[config.mk]
export PLATFORM = sky130hd
export DESIGN_NAME = rollback_ctrl
export DESIGN_NICKNAME = d
export VERILOG_FILES = /design/src/rtl/rollback_ctrl.sv
export SDC_FILE = /design/constraint.sdc
export NUM_CORES = 1
export LEC_CHECK = 0
export CAP_MARGIN = 10
export CELL_PAD_IN_SITES_DETAIL_PLACEMENT = 0
export CELL_PAD_IN_SITES_GLOBAL_PLACEMENT = 2
export CORE_MARGIN = 1.5
export CORE_UTILIZATION = 29
export CTS_CLUSTER_SIZE = 20
export DETAILED_ROUTE_END_ITERATION = 6
export PLACE_DENSITY = 0.83
export SYNTH_ARGS = -nofsm -noshare
export SYNTH_HDL_FRONTEND = slang
export SYNTH_SLANG_ARGS = --single-unit
[constraint.sdc]
create_clock -name clk -period 4.4 [get_ports clk]
set_input_delay 1.32 -clock clk [delete_from_list [all_inputs] [get_ports clk]]
set_output_delay 1.32 -clock clk [all_outputs]
set_load 0.005 [all_outputs]
[src/rtl/rollback_ctrl.sv]
// rollback_ctrl: TMR fault rollback sequencer (flush, refill, retry limit, sticky fatal)
// Ports:
//   clk, rst           rising-edge clock, asynchronous active-high reset
//   tmr_error          voter mismatch flag
//   PC_Top_rollback    rollback PC from the PC history buffer
//   pc_override(_val)  force the PC register to the captured rollback PC
//   flush, stall       pipeline flush pulse and fetch/commit freeze
//   rollback_active    high during FLUSH and REFILL
//   fatal_error        sticky unrecoverable-fault flag
//   retry_count        consecutive rollbacks since the last clear window
//   rollback_count     lifetime rollbacks, saturating
module rollback_ctrl #(
   parameter int MAX_RETRY     = 3,
   parameter int REFILL_CYCLES = 3,
   parameter int CLEAR_WINDOW  = 8,
   parameter int CNT_W         = 16
) (
   input  logic             clk,
   input  logic             rst,
   input  logic             tmr_error,
   input  logic [31:0]      PC_Top_rollback,
   output logic             pc_override,
   output logic [31:0]      pc_override_val,
   output logic             flush,
   output logic             stall,
   output logic             rollback_active,
   output logic             fatal_error,
   output logic [3:0]       retry_count,
   output logic [CNT_W-1:0] rollback_count
);
   localparam int RW = $clog2(REFILL_CYCLES + 1);
   localparam int WW = $clog2(CLEAR_WINDOW + 1);
   typedef enum logic [1:0] {IDLE, FLUSH, REFILL, FATAL} state_t;
   state_t state, state_n;
   logic [31:0] rb_pc, rb_pc_n;
   logic [3:0] retry_n;
   logic [CNT_W-1:0] rb_cnt_n;
   logic [RW-1:0] refill, refill_n;
   logic [WW-1:0] win, win_n;
   always_ff @(posedge clk or posedge rst)
      if (rst) begin
         state          <= IDLE;
         rb_pc          <= '0;
         retry_count    <= '0;
         rollback_count <= '0;
         refill         <= '0;
         win            <= '0;
      end else begin
         state          <= state_n;
         rb_pc          <= rb_pc_n;
         retry_count    <= retry_n;
         rollback_count <= rb_cnt_n;
         refill         <= refill_n;
         win            <= win_n;
      end
   always_comb begin
      state_n  = state;
      rb_pc_n  = rb_pc;
      retry_n  = retry_count;
      rb_cnt_n = rollback_count;
      refill_n = refill;
      win_n    = win;
      case (state)
         IDLE:
            if (tmr_error && retry_count == 4'(MAX_RETRY))
               state_n = FATAL;
            else if (tmr_error) begin
               // an error on the clearing edge wins, so retry_count is not cleared first
               state_n  = FLUSH;
               rb_pc_n  = PC_Top_rollback;
               retry_n  = retry_count + 4'd1;
               rb_cnt_n = &rollback_count ? rollback_count : rollback_count + CNT_W'(1);
               win_n    = '0;
            end else begin
               win_n   = win == WW'(CLEAR_WINDOW) ? win : win + WW'(1);
               retry_n = win == WW'(CLEAR_WINDOW - 1) ? 4'd0 : retry_count;
            end
         FLUSH: begin
            state_n  = REFILL;
            refill_n = RW'(REFILL_CYCLES - 1);
         end
         REFILL: begin
            // errors here come from flushed instructions and are ignored
            state_n  = refill == '0 ? IDLE : REFILL;
            refill_n = refill == '0 ? refill : refill - RW'(1);
            win_n    = '0;
         end
         default: ;
      endcase
   end
   assign pc_override     = state == FLUSH;
   assign pc_override_val = rb_pc;
   assign flush           = state == FLUSH;
   assign stall           = state == FLUSH || state == FATAL;
   assign rollback_active = state == FLUSH || state == REFILL;
   assign fatal_error     = state == FATAL;
endmodule

==> results of run 1 <==
## synth_stat cells (all sizes together), types with 4 or more instances
cell   number
nand2     107
dfrtp      60
inv        15
nand3      12
buf        11
ha          9
o21ai       9
nand4       7
xnor2       7
nor2        6
and3        4
nor3        4
nor4        4
o31ai       4
xor2        4
## metrics by stage
stage	instance area (µm²)	hold slack (ps)
final	4110	474
after global routing	4110	492
after CTS	4110	479
after detailed placement	3910	462
after global placement	3910	457
after floorplan	2880	460
## logic make-up (layout without fill, tap and decap cells)
| group | count (synthesis) | in the layout | synth area share, % |
|---|---|---|---|
| AO/OA/AOI/OAI | 27 | 27 | 6.17 |
| AND/OR/NAND/NOR | 162 | 162 | 27.9 |
| adder cells (fa/ha/maj) | 9 | 9 | 3.91 |
| multiplexers | 5 | 5 | 2.00 |
| XOR/XNOR | 11 | 11 | 3.34 |
| buffers and inverters | 26 | 125 | 4.52 |
| flip-flops | 60 | 60 | 52.1 |
## layer usage
layer | global-route usage [%] | part of all wire, %
met3 | 4.07 | 6.5
met1 | 18.6 | 50
met5 | 0 | 0
met4 | 4.11 | 0.93
met2 | 20.0 | 43
## sequential cells by signal (all words and copies together) (netlist names)
name / count
pc_override_val: 32
win: 4
state: 2
rollback_count: 16
refill: 2
retry_count: 4
## worst paths after layout
| path | from | to | slack, ps | cells after the start |
|---|---|---|---|---|
| worst max register to register | retry_count[0] | retry_count[2] | 2310 | 6 |
| worst max-delay path | state[1] | stall | 1270 | 4 |
| min in group asynchronous | rst | pc_override_val[4] | 1320 | 2 |
| worst min register to register | pc_override_val[22] | pc_override_val[22] | 470 | 2 |
| worst min-delay path | pc_override_val[22] | pc_override_val[22] | 470 | 2 |
| max in group asynchronous | rst | refill[0] | 2410 | 3 |
## cell usage in the layout, fill, tap and decap left out, types with 2 or more instances in the layout
cell type	n
mux2i_1	2
o31ai_1	4
a21oi_1	3
and3_1	3
clkinv_2	2
nor3_1	4
nand3_2	2
nand3_1	9
o22ai_1	2
buf_4	3
or4_1	2
dfrtp_1	60
o21ai_0	9
ha_1	9
mux2_2	2
nor2_1	5
inv_1	14
and2_1	2
nand4_1	6
xor2_1	4
xnor2_1	7
nand3b_1	2
nand2b_1	3
nor4_2	2
nand2_1	107
clkdlybuf4s50_1	91
nor3b_1	2
clkbuf_8	11
## area by class of cell
cell class                 count  area [µm²]
clock buffer                  12         155
clock inverter                 4        47.5
tap                          133         166
timing repair buffer          94         933
multi-input combinational    214        1250
fill                         976        5580
sequential                    60        1500
inverter                      15        56.3
## report_power, final
group	switching [mW]	total [mW]	internal, mW
Clock	0.219	0.509	0.291
Sequential	0.164	0.932	0.768
Combinational	0.498	1.11	0.615
Total	0.880	2.55	1.67
## worst register-to-register path, delay by kind of cell (launching register included)
| kind | cells | cell delay, ps |
|---|---|---|
| buffers and inverters | 1 | 390 |
| and+or+nand+nor | 3 | 680 |
| DFF | 1 | 410 |
| adders and majority gates | 1 | 230 |
| AOI/OAI and AO/OA | 1 | 270 |
==> flow_metrics.py, run 1 <==
metrics = {
    "yosys": {
        "synth.distinct_cells": 50,
        "syn_inst": 300,
        "synth.largest_area_cell": "dfrtp_1",
        "yosys_most_used_dff": "dfrtp_1",
        "ys_seq_elements": 60,
        "synth_top_area_share_pct": 52.1,
        "syn_area_mm2": 0.00288,
        "syn_avg_cell_area_um2": 9.60,
        "syn_nets": 344,
        "synthArstFlopShare_pct": 100,
        "synth-edff-count": 0,
        "yosys_warnings": 0,
        "yosysSeqAreaShare_pct": 52.1,
        "ys_top_cells_by_area": "dfrtp_1 52%, nand2_1 14%, ha_1 3.9%, xnor2_1 2.1%, inv_1 2.0%",
    },
    "clocking": {
        "clkSinkCount": 60,
        "cts_root_buf": "clkbuf_8",
        "numCtsBuffers": 9,
        "clkLatencyLatePin_ps": 330,
        "cts_resized": 0,
        "path_clk_slew_ps": 70,
        "hold_buffers": 0,
        "cts_tree": "built",
        "htree_levels": 3,
        "postCtsSetupBuffers": 0,
        "cts_buffer_depth": 2,
    },
    "run_status": {
        "status": "finished clean",
    },
    "floorplanning": {
        "dieHeight_um": 103,
        "start_util_pct": 29.7,
        "die_w_um": 103,
        "die_area_mm2": 0.0105,
        "io_pins": 92,
        "fp-row-count": 36,
        "core_area_mm2": 0.00968,
    },
    "final_layout": {
        "fin_cells": 532,
        "area_delta_synth_final_pct": 42.7,
        "post-route-util_pct": 42.4,
        "antenna_cells": 0,
        "drive_gt1_share_pct": 8.27,
        "nNetsFinal": 438,
    },
    "drt": {
        "drtPass1Iterations": 4,
        "wirelength_um": 6960,
        "drcViolationCount": 0,
        "vias": 2387,
        "post_drt_via_cell_ratio": 4.49,
        "initialDrtViolationCount": 78,
        "antenna_left": 0,
        "avgRoutedWirePerCell_um": 13.1,
    },
    "placement": {
        "gp_congestion": 0.758,
        "pre_cts_ws_ps": 1220,
        "hpwlAfterDp_um": 4870,
        "place_inst": 516,
        "place.port_buffers": 91,
    },
    "timing": {
        "setup_viol": 0,
        "fin_setup_tns_ps": 0,
        "skew_ps": 6.89,
        "fin_crit_sh_pct": 71.2,
        "finalHoldViolCount": 0,
        "fmax_mhz": 319,
        "drv_slew": 0,
        "worstMarginPinSlew_ps": 503,
        "layout_setup_ws_ps": 1270,
        "rsz0062_at_grt": "false",
        "period_minus_slack_ps": 3130,
        "slew_headroom_pct": 66.3,
    },
    "worst_setup_path": {
        "cp_max_fo": 5,
        "cp_num_buf_inv": 2,
        "cp.arrival_ps": 1810,
        "critPathCaptureType": "primary output",
        "critical_path_class": "register to primary output",
        "worstPathRequired_ps": 3080,
        "crit_slowest_cell": "clkdlybuf4s50_1",
        "path_cells": "inv_1 -> ha_1 -> or2_2 -> clkdlybuf4s50_1",
        "start_kind": "register",
        "max_stage_delay_ps": 440,
        "critPathTopFamily": "buffers and inverters",
    },
    "global_route": {
        "overflow": 0,
        "grt_usage_pct": 13.4,
        "grt_pass1_wl_um": 10900,
        "grt_pass1_vias": 2211,
        "antenna_found_initial": 0,
        "grt_max_degree": 39,
    },
    "power": {
        "p_leak_nw": 1.86,
        "p_total_mw": 2.55,
        "vdd_drop_max_mv": 0.206,
        "p_per_area_mw_per_mm2": 622,
    },
    "job": {
        "max_cap_viol_count": 0,
    },
    "hold_path": {
        "hold_class": "register to register",
    },
}
Power figures use the tool's default switching activity.
==> run 2: changes to the inputs <==
--- a/config.mk
+++ b/config.mk
@@ -9,10 +9,10 @@
 export CELL_PAD_IN_SITES_DETAIL_PLACEMENT = 0
 export CELL_PAD_IN_SITES_GLOBAL_PLACEMENT = 2
 export CORE_MARGIN = 1.5
-export CORE_UTILIZATION = 29
+export CORE_UTILIZATION = 27
 export CTS_CLUSTER_SIZE = 20
 export DETAILED_ROUTE_END_ITERATION = 6
-export PLACE_DENSITY = 0.83
+export PLACE_DENSITY = 0.78
 export SYNTH_ARGS = -nofsm -noshare
 export SYNTH_HDL_FRONTEND = slang
 export SYNTH_SLANG_ARGS = --single-unit
==> constraint.sdc (replaced) <==
create_clock -name clk -period 3.16 [get_ports clk]
set_input_delay 0.948 -clock clk [delete_from_list [all_inputs] [get_ports clk]]
set_output_delay 0.948 -clock clk [all_outputs]
set_load 0.005 [all_outputs]
==> flow_metrics.py, run 2 (synthesis results as in run 1) <==
metrics = {
    "global_route": {
        "grt_usage_pct": 13.3,
        "antenna_found_initial": 0,
        "grt_pass1_wl_um": 11700,
        "grtUsageMet2_pct": 18.9,
        "use_met1_pct": 18.5,
        "grt_max_degree": 61,
        "met3_usage_pct": 3.68,
        "busiest_layer": "met2",
        "overflow": 0,
        "grt_pass1_vias": 2359,
    },
    "drt": {
        "antenna_left": 0,
        "initialDrtViolationCount": 75,
        "avgRoutedWirePerCell_um": 13.3,
        "drtPass1Iterations": 4,
        "vias": 2390,
        "post_drt_via_cell_ratio": 4.48,
        "wirelength_um": 7090,
        "drcViolationCount": 0,
    },
    "power": {
        "combPwrFrac_pct": 44.4,
        "clock_power_share_pct": 18.1,
        "p_switching_mw": 1.24,
        "swShare_pct": 35.7,
        "internal-power_mw": 2.25,
        "p_per_area_mw_per_mm2": 851,
        "p_total_mw": 3.49,
        "seqPwrFrac_pct": 37.5,
        "vdd_drop_max_mv": 0.245,
        "p_leak_nw": 1.85,
    },
    "clocking": {
        "htree_levels": 3,
        "numCtsBuffers": 9,
        "cts_tree": "built",
        "clkSinkCount": 60,
        "cts_root_buf": "clkbuf_8",
        "hold_buffers": 0,
        "path_clk_slew_ps": 70,
        "postCtsSetupBuffers": 0,
        "cts_buffer_depth": 2,
        "clkLatencyLatePin_ps": 340,
        "cts_resized": 0,
    },
    "timing": {
        "finalHoldViolCount": 0,
        "rsz0062_at_grt": "false",
        "slew_headroom_pct": 67.4,
        "period_minus_slack_ps": 2750,
        "drv_slew": 0,
        "setup_viol": 0,
        "worstMarginPinSlew_ps": 484,
        "skew_ps": 5.67,
        "fin_setup_tns_ps": 0,
        "fin_crit_sh_pct": 87.1,
        "fmax_mhz": 364,
    },
    "worst_setup_path": {
        "start_kind": "register",
        "crit_slowest_cell": "clkdlybuf4s50_1",
        "worstPathRequired_ps": 2210,
        "max_stage_delay_ps": 440,
        "critical_path_class": "register to primary output",
        "critPathCaptureType": "primary output",
        "r2r_cells": 6,
        "cp_max_fo": 5,
        "path_cells": "inv_1 -> ha_1 -> or2_2 -> clkdlybuf4s50_1",
        "cp.arrival_ps": 1800,
    },
    "floorplanning": {
        "die_area_mm2": 0.0113,
        "die_w_um": 106,
        "core_area_mm2": 0.0103,
        "fp-row-count": 37,
        "dieHeight_um": 106,
        "start_util_pct": 27.9,
        "io_pins": 92,
    },
    "final_layout": {
        "largest_register_ffs": 32,
        "area_delta_synth_final_pct": 42.3,
        "drive_gt1_share_pct": 8.29,
        "final_common_cell": "nand2_1",
        "antenna_cells": 0,
        "nNetsFinal": 438,
        "final_cell_mix": "107 x nand2_1, 91 x clkdlybuf4s50_1, 60 x dfrtp_1, 14 x inv_1, 11 x clkbuf_8",
        "fin_cells": 534,
    },
    "placement": {
        "place_inst": 519,
        "gp_congestion": 0.746,
        "place.port_buffers": 91,
        "hpwlAfterDp_um": 4860,
    },
    "hold_path": {
        "hold_class": "register to register",
        "hold_path_depth": 2,
    },
    "job": {
        "max_cap_viol_count": 0,
    },
    "run_status": {
        "status": "finished clean",
    },
}
-- run 2: worst max-delay path: cells and delay by family (launching register included) --
family | cells | cell delay, ps
simple gates | 1 | 300
flops | 1 | 400
buf+inv | 2 | 520
fa+ha+maj | 1 | 230
-- run 2: power by group through the flow --
stage	clock network, mW	registers [mW]	logic (mW)
2_1_floorplan	0	1.30	0.777
3_3_place_gp	0	1.32	1.55
3_5_place_dp	0	1.32	1.57
4_1_cts	0.655	1.31	1.58
5_1_grt	0.679	1.36	1.75
6_report	0.632	1.31	1.55
-- run 2: area by class of cell --
type	count	area, µm²
fill	1062	6220
sequential	60	1500
multi-input combinational	214	1250
timing repair buffer	94	946
tap	136	170
clock buffer	11	151
inverter	15	56.3
clock inverter	4	25.0
-- run 2: final timing paths --
path	start	end	slack, ps
setup / recovery	state[1]	stall	410
hold / removal	pc_override_val[29]	pc_override_val[29]	480
setup reg to reg	state[0]	rollback_count[3]	1000
hold reg to reg	pc_override_val[29]	pc_override_val[29]	480
max in group asynchronous	rst	rollback_count[5]	1900
min in group asynchronous	rst	pc_override_val[10]	990
-- run 2: metal layers --
layer,share of wire [%],up-vias
li1,-,1192
met1,50,1096
met2,40,90
met3,8.2,12
met4,2.1,0
met5,0,-
-- run 2: metrics by stage --
| step | cell area, µm² | util (%) | hold WS (ps) | setup WS (ps) |
|---|---|---|---|---|
| 6_report | 4100 | 39.7 | 477 | 409 |
| 3_5_place_dp | 3920 | 38.0 | 463 | 412 |
| 3_3_place_gp | 3920 | 38.0 | 458 | 465 |
| 5_1_grt | 4100 | 39.7 | 509 | 309 |
| 4_1_cts | 4100 | 39.7 | 480 | 379 |
| 2_1_floorplan | 2880 | - | 460 | 727 |
